===== config.mk =====
export PLATFORM = sky130hd
export DESIGN_NAME = bram_replicate_arb
export DESIGN_NICKNAME = d
export VERILOG_FILES = /design/src/rtl/bram_replicate_arb.sv
export SDC_FILE = /design/constraint.sdc
export NUM_CORES = 1
export LEC_CHECK = 0
export CAP_MARGIN = 20
export CORE_MARGIN = 2
export CORE_UTILIZATION = 60
export DETAILED_ROUTE_END_ITERATION = 8
export PLACE_DENSITY_LB_ADDON = 0.2
export SYNTH_ARGS = -nofsm -noshare
export SYNTH_HDL_FRONTEND = slang
export SYNTH_SLANG_ARGS = --single-unit
export TNS_END_PERCENT = 20

===== constraint.sdc =====
create_clock -name clk -period 2.4 [get_ports clk]
set_clock_uncertainty 0.1 [all_clocks]
set_input_delay 0.48 -clock clk [delete_from_list [all_inputs] [get_ports clk]]
set_output_delay 0.48 -clock clk [all_outputs]
set_load 0.005 [all_outputs]

===== src/rtl/bram_replicate_arb.sv =====
// bram_replicate_arb
//
// Multi-port BRAM. NUM_READ_CHANNELS replicas of one memory each give one reader a private read
// port. All replicas share one write stream. Each of the NUM_WRITE_CHANNELS writers pushes into
// its own small write queue. A round-robin arbiter pops at most one queue per cycle into a commit
// register, and that register is written into every replica on the next cycle. This keeps the
// replicas bit-identical.
//
// Ports (NW = NUM_WRITE_CHANNELS, NR = NUM_READ_CHANNELS):
//   clk           in   clock
//   reset         in   asynchronous, active-high
//   w_we          in   [NW]                    per-writer write request
//   w_waddr       in   [NW*LOG2_DEPTH]         writer i at [i*LOG2_DEPTH +: LOG2_DEPTH]
//   w_wdata       in   [NW*WIDTH]              writer i at [i*WIDTH +: WIDTH]
//   w_almostfull  out  [NW]                    registered; writer should stop
//   w_count       out  [NW*(LOG2_WQ_DEPTH+1)]  registered queue occupancy
//   w_overflow    out  [NW]                    sticky; a write hit a full queue and was dropped
//   r_re          in   [NR]                    per-reader read request
//   r_raddr       in   [NR*LOG2_DEPTH]         reader j at [j*LOG2_DEPTH +: LOG2_DEPTH]
//   r_rvalid      out  [NR]                    read data valid, one cycle after r_re
//   r_rdata       out  [NR*WIDTH]              read data; holds its value when not reading
//
// Configuration macro: BRAM_REPLICATE_ARB_FWD_EN
//   Defined:   a read that hits the address being committed in the same cycle returns the
//              commit data (read-after-write forwarding).
//   Undefined: that read returns the old memory contents (read-first).
//
// Write path latency: a write into an empty queue that wins arbitration reaches the memory at the
// end of the second cycle after the request.
// LOG2_WQ_DEPTH must be >= 1.

module bram_replicate_arb #(
  parameter int unsigned WIDTH              = 8,
  parameter int unsigned LOG2_DEPTH         = 5,
  parameter int unsigned NUM_WRITE_CHANNELS = 2,
  parameter int unsigned NUM_READ_CHANNELS  = 3,
  parameter int unsigned LOG2_WQ_DEPTH      = 2,
  parameter int unsigned AF_SLACK           = 1
) (
  input  logic                                                clk,
  input  logic                                                reset,
  input  logic [NUM_WRITE_CHANNELS-1:0]                       w_we,
  input  logic [NUM_WRITE_CHANNELS*LOG2_DEPTH-1:0]            w_waddr,
  input  logic [NUM_WRITE_CHANNELS*WIDTH-1:0]                 w_wdata,
  output logic [NUM_WRITE_CHANNELS-1:0]                       w_almostfull,
  output logic [NUM_WRITE_CHANNELS*(LOG2_WQ_DEPTH+1)-1:0]     w_count,
  output logic [NUM_WRITE_CHANNELS-1:0]                       w_overflow,
  input  logic [NUM_READ_CHANNELS-1:0]                        r_re,
  input  logic [NUM_READ_CHANNELS*LOG2_DEPTH-1:0]             r_raddr,
  output logic [NUM_READ_CHANNELS-1:0]                        r_rvalid,
  output logic [NUM_READ_CHANNELS*WIDTH-1:0]                  r_rdata
);

  localparam int unsigned NumW    = NUM_WRITE_CHANNELS;
  localparam int unsigned NumR    = NUM_READ_CHANNELS;
  localparam int unsigned Depth   = 2 ** LOG2_DEPTH;
  localparam int unsigned WqDepth = 2 ** LOG2_WQ_DEPTH;
  localparam int unsigned CntW    = LOG2_WQ_DEPTH + 1;
  localparam int unsigned PtrW    = (NumW > 1) ? $clog2(NumW) : 1;
  localparam int unsigned AfLevel = (AF_SLACK >= WqDepth) ? 0 : WqDepth - AF_SLACK;

  // Arbiter <-> queue interface
  logic [NumW-1:0]       q_nonempty;
  logic [NumW-1:0]       gnt_onehot;
  logic [LOG2_DEPTH-1:0] head_addr [NumW];
  logic [WIDTH-1:0]      head_data [NumW];

  logic                  gnt_valid;
  logic [PtrW-1:0]       gnt_idx;
  logic [PtrW-1:0]       rr_q;
  int unsigned           cand;

  // Commit stage shared by all replicas
  logic                  cm_valid_q;
  logic [LOG2_DEPTH-1:0] cm_addr_q;
  logic [WIDTH-1:0]      cm_data_q;

  // ---------------------------------------------------------------------------------------------
  // Per-writer queues
  // ---------------------------------------------------------------------------------------------
  for (genvar i = 0; i < NumW; i++) begin : g_wq
    logic [LOG2_DEPTH-1:0]    qa_mem [WqDepth];
    logic [WIDTH-1:0]         qd_mem [WqDepth];
    logic [LOG2_WQ_DEPTH-1:0] wr_ptr_q;
    logic [LOG2_WQ_DEPTH-1:0] rd_ptr_q;
    logic [CntW-1:0]          cnt_q;
    logic [CntW-1:0]          cnt_d;
    logic                     af_q;
    logic                     ovf_q;
    logic                     full;
    logic                     push;
    logic                     pop;

    // Fullness is judged on the pre-edge count: a pop in the same cycle does not make room.
    assign full = (cnt_q == CntW'(WqDepth));
    assign push = w_we[i] && !full;
    assign pop  = gnt_onehot[i];

    always_comb begin
      cnt_d = cnt_q;
      if (push && !pop) begin
        cnt_d = cnt_q + CntW'(1);
      end else if (!push && pop) begin
        cnt_d = cnt_q - CntW'(1);
      end
    end

    // Queue storage needs no reset; only the pointers and count define validity.
    always_ff @(posedge clk) begin
      if (push) begin
        qa_mem[wr_ptr_q] <= w_waddr[i*LOG2_DEPTH +: LOG2_DEPTH];
        qd_mem[wr_ptr_q] <= w_wdata[i*WIDTH +: WIDTH];
      end
    end

    always_ff @(posedge clk or posedge reset) begin
      if (reset) begin
        wr_ptr_q <= '0;
        rd_ptr_q <= '0;
        cnt_q    <= '0;
        af_q     <= 1'b0;
        ovf_q    <= 1'b0;
      end else begin
        if (push) begin
          wr_ptr_q <= wr_ptr_q + LOG2_WQ_DEPTH'(1);
        end
        if (pop) begin
          rd_ptr_q <= rd_ptr_q + LOG2_WQ_DEPTH'(1);
        end
        cnt_q <= cnt_d;
        af_q  <= (cnt_d >= CntW'(AfLevel));
        if (w_we[i] && full) begin
          ovf_q <= 1'b1;
        end
      end
    end

    assign q_nonempty[i]               = (cnt_q != '0);
    assign head_addr[i]                = qa_mem[rd_ptr_q];
    assign head_data[i]                = qd_mem[rd_ptr_q];
    assign w_count[i*CntW +: CntW]     = cnt_q;
    assign w_almostfull[i]             = af_q;
    assign w_overflow[i]               = ovf_q;
  end

  // ---------------------------------------------------------------------------------------------
  // Round-robin arbiter: first non-empty queue at or after rr_q, wrapping at NumW.
  // ---------------------------------------------------------------------------------------------
  always_comb begin
    gnt_valid  = 1'b0;
    gnt_idx    = rr_q;
    gnt_onehot = '0;
    cand       = 0;
    for (int unsigned k = 0; k < NumW; k++) begin
      cand = (32'(rr_q) + k) % NumW;
      if (!gnt_valid && q_nonempty[PtrW'(cand)]) begin
        gnt_valid = 1'b1;
        gnt_idx   = PtrW'(cand);
      end
    end
    if (gnt_valid) begin
      gnt_onehot[gnt_idx] = 1'b1;
    end
  end

  // Pointer moves past the winner so it has lowest priority next time; idle cycles hold it.
  always_ff @(posedge clk or posedge reset) begin
    if (reset) begin
      rr_q       <= '0;
      cm_valid_q <= 1'b0;
      cm_addr_q  <= '0;
      cm_data_q  <= '0;
    end else begin
      cm_valid_q <= gnt_valid;
      if (gnt_valid) begin
        cm_addr_q <= head_addr[gnt_idx];
        cm_data_q <= head_data[gnt_idx];
        rr_q      <= (32'(gnt_idx) == NumW - 1) ? '0 : gnt_idx + PtrW'(1);
      end
    end
  end

  // ---------------------------------------------------------------------------------------------
  // Replicas: identical write port from the commit stage, private registered read port each.
  // ---------------------------------------------------------------------------------------------
  for (genvar j = 0; j < NumR; j++) begin : g_rep
    logic [WIDTH-1:0]      mem [Depth];
    logic [LOG2_DEPTH-1:0] raddr;
    logic [WIDTH-1:0]      rd_word;
    logic                  rvalid_q;
    logic [WIDTH-1:0]      rdata_q;

    assign raddr = r_raddr[j*LOG2_DEPTH +: LOG2_DEPTH];

    // Contents are never reset; a reset only cancels the in-flight commit.
    always_ff @(posedge clk) begin
      if (cm_valid_q) begin
        mem[cm_addr_q] <= cm_data_q;
      end
    end

`ifdef BRAM_REPLICATE_ARB_FWD_EN
    // Same-cycle commit to the read address is bypassed to the reader.
    assign rd_word = (cm_valid_q && (cm_addr_q == raddr)) ? cm_data_q : mem[raddr];
`else
    // The read samples the array before this cycle's commit lands (read-first).
    assign rd_word = mem[raddr];
`endif

    always_ff @(posedge clk or posedge reset) begin
      if (reset) begin
        rvalid_q <= 1'b0;
        rdata_q  <= '0;
      end else begin
        rvalid_q <= r_re[j];
        if (r_re[j]) begin
          rdata_q <= rd_word;
        end
      end
    end

    assign r_rvalid[j]                 = rvalid_q;
    assign r_rdata[j*WIDTH +: WIDTH]   = rdata_q;
  end

endmodule


==> reports/metrics.csv <==
stage,metric,value,unit
worst_setup_path,R2R Path End,g_wq[0].rd_ptr_q[1],
synthesis,Post-Syn Area,0.0211,mm²
synthesis,"top cells by area, synth","edfxtp_1, mux2i_1, dfrtp_1",
clock_tree,CTS Sinks,420,
route,max layer used,met4,
outcome,outcome,"finished, violations left",
synthesis,async set-reset flop share out of synthesis,14.3,%
final_layout,Layout Utilization,73.7,%
route,WL final,64.1,mm
synthesis,post-synthesis cell count,1482,
worst_setup_path,reg2reg start,g_wq[1].cnt_q[1],
route,met3 wire length,6.36,mm
pwr,Worst VDD drop,944,µV
sta,final setup fails,0,
clock_tree,clock tree root driver cell,clkbuf_16,
route,vias per cell,6.74,
synthesis,post-synth net total,1544,
sta,slew margin rel.,49.4,%
placement,pre-CTS setup slack,-411,ps
worst_setup_path,Setup CP Type,input port to flip-flop,
placement,area post-placement,0.0239,mm²
global_route,global-route wire length before repair,93.2,mm
route,vias post-DR,14800,
clock_tree,Worst-Skew Late Latency,560,ps
synthesis,top cell type's share of synthesized area,51.3,%
route,drt drc,2,
global_route,initial antenna violation count,0,
synthesis,Synth Area per Inst,14.2,µm²
sta,Worst Tran Pin Value,759,ps
floorplanning,initial core utilization,61.0,%
worst_setup_path,Critical Path Fanout Max,22,
sta,Final Critical Period,2300,ps
global_route,vias in the first global route,15100,
synthesis,Synth Flop Type,edfxtp_1,
worst_setup_path,Worst setup SP type,input port,
worst_setup_path,FF-to-FF setup slack,190,ps
placement,DP HPWL,44.4,mm
final_layout,layout cell share with drive strength beyond 1,20.4,%
placement,Port Buffers,84,
route,"antenna viol nets, final",0,
sta,final worst path period share,95.8,%
floorplanning,Rows,68,
final_layout,Layout area overhead,20.8,%
clock_tree,CTS Buffer Depth,3,
floorplanning,Horiz. Die Dim,191,µm
sta,final hold slack,102,ps
pwr,cell leakage power,9.87,nW
sta,Fin. Hold Viols,0,
synthesis,synth warn,0,
sta,RSZ-0062 raised after global routing,no,
floorplanning,I/O pin cnt,85,
route,DRT iter0 DRCs,1765,
global_route,total track usage,35.3,%
floorplanning,Die H,191,µm
synthesis,cell taking the most area after synthesis,edfxtp_1,
global_route,pin count of the biggest net entering global routing,34,
clock_tree,CTS Buf Count,44,
run,maxcap violations,0,
worst_setup_path,crit end category,flip-flop,
placement,routability cong.,1.01,
worst_setup_path,critical path required time,2800,ps
synthesis,Synth cell types,39,
sta,Max Fclk,435,MHz
outcome,failing checks,design-rule violations,
synthesis,"EDFF count, synth",360,
final_layout,Final #Nets,1767,
clock_tree,CTS clock-pin slew for the worst setup and hold paths,60,ps
clock_tree,H-Tree Depth,2,
global_route,grt ovf,0,
worst_setup_path,worst reg2reg path depth,7,
route,metal1 wirelength,22.8,mm
pwr,Pwr Density,992,mW/mm²
synthesis,sequential cell area fraction in the yosys report,58.4,%
synthesis,count of state elements after synthesis,420,
route,TritonRoute pass-1 iters,9,
sta,final count of pins violating max slew,0,
route,DR WL met2,30.5,mm
hold_path,Min-Delay Path Class,input port to asynchronous set/reset pin,
final_layout,post-route cell area,0.0255,mm²
clock_tree,CTS tree,done,
worst_setup_path,crit path DAT,2700,ps
floorplanning,core box area,0.0345,mm²
route,Wirelength per Cell,29.2,µm
floorplanning,area of the die,0.0367,mm²
sta,worst setup margin,101,ps
-- state kept, by name, indices dropped and copies added, names as in the netlist --
signal	count
g_rep.mem	256
g_wq.ovf_q	2
g_rep.rvalid_q	3
g_wq.rd_ptr_q	4
g_wq.af_q	2
rr_q	1
g_wq.qa_mem	40
g_wq.qd_mem	64
g_rep.rdata_q	24
cm_valid_q	1
g_wq.cnt_q	6
cm_addr_q	5
g_wq.wr_ptr_q	4
cm_data_q	8
-- metrics by stage --
step                total power, mW  setup TNS (ps)  instances
floorplan                      14.7               0       1482
global placement               17.7           -4250       2111
detailed placement             17.9           -5390       2112
CTS                            25.1               0       2194
global route                   26.0               0       2196
finish                         25.3               0       2197
-- routing by layer --
layer / up-vias / global-route usage (%)
met5: - / 0
met4: 0 / 22.1
met3: 240 / 7.31
met2: 886 / 58.3
met1: 7339 / 42.6
li1: 6344 / -
-- synthesized netlist by cell type (3+ instances only) --
cell type and instances:
xnor2_1 10, inv_1 9, dfrtp_1 60, nor2_1 36, a21oi_1 97, mux4_2 26, nand2_1 16, nand2b_1 8
o21ai_1 9, nor4_1 24, ha_1 14, buf_2 27, edfxtp_1 360, mux2_2 24, buf_1 8, or2_2 3
buf_6 12, o21ai_0 9, a22oi_1 192, nand3b_1 5, buf_4 38, maj3_1 4, mux2i_1 399, and2_1 11
clkbuf_1 40, a32oi_1 13, nor2b_1 8
-- cells in the final DEF (no fill, tap or decap), types with 3 or more instances in the layout --
| master | instances |
|---|---|
| mux2i_1 | 399 |
| edfxtp_1 | 360 |
| a22oi_1 | 192 |
| buf_4 | 177 |
| a21oi_1 | 97 |
| clkdlybuf4s50_1 | 81 |
| dfrtp_1 | 60 |
| clkbuf_16 | 44 |
| buf_12 | 38 |
| nor2_1 | 33 |
| mux4_2 | 26 |
| nor4_1 | 24 |
| mux2_2 | 24 |
| nand2_1 | 16 |
| ha_1 | 14 |
| a32oi_1 | 13 |
| and2_1 | 11 |
| xnor2_1 | 10 |
| o21ai_0 | 9 |
| o21ai_1 | 9 |
| nand2b_1 | 8 |
| inv_1 | 8 |
| bufinv_16 | 8 |
| clkinv_1 | 8 |
| clkbuf_1 | 8 |
| nor2b_2 | 7 |
| nand3b_1 | 5 |
| clkinv_2 | 5 |
| maj3_1 | 4 |
| nor2_2 | 3 |
| or2_2 | 3 |
| buf_6 | 3 |
-- area by class of cell --
cell class / count / area [µm²]
well taps: 455 / 569
clock inverters: 29 / 382
multi-input cells: 927 / 8020
repair buffers: 302 / 2990
diodes: 1 / 2.50
inverters: 10 / 37.5
clock buffers: 53 / 1140
flip-flops and latches: 420 / 12300
fillers: 2254 / 9080
-- cells by family after synthesis --
kind of cell	Yosys count	synth area share [%]
and+or+nand+nor	117	2.91
DFF	420	58.4
muxes	449	23.0
AOI/OAI and AO/OA	331	10.5
buffers and inverters	135	3.67
adders and majority gates	18	1.02
xor gates and xnor gates	12	0.499
-- worst max-delay path, cell delays in order --
cell and delay (ps):
clkdlybuf4s50_1 460, buf_4 170, nor2b_2 160, buf_12 160, a22oi_1 200, a21oi_1 140
buf_4 180, nor4_1 470, mux2_2 240
-- power by group --
group | internal, mW | leakage [nW] | switching (mW) | total (mW)
Clock | 4.30 | 0.740 | 2.92 | 7.22
Sequential | 9.99 | 3.95 | 1.07 | 11.1
Combinational | 2.94 | 5.18 | 4.05 | 6.99
-- worst max path at each step --
stage / from / to / slack (ps) / cells past startpoint
floorplan: reset / cm_addr_q[0] / 340 / 1
global placement: r_raddr[1] / g_rep[0].rdata_q[7] / -320 / 8
detailed placement: r_raddr[1] / g_rep[0].rdata_q[7] / -410 / 9
CTS: g_wq[1].cnt_q[1] / g_wq[0].af_q / 90 / 7
global route: g_wq[1].cnt_q[1] / g_wq[0].rd_ptr_q[1] / 20 / 7
finish: r_raddr[1] / g_rep[0].rdata_q[7] / 100 / 9
-- timing repair --
action                                  4_1_cts  5_1_grt
endpoints found under the setup margin        0        1
hold endpoints to repair                      0        0
gates resized for setup                       0        1
hold buffers                                  0        0
buffers inserted                              0        0
Note: power is estimated with default switching activity, not from simulation.
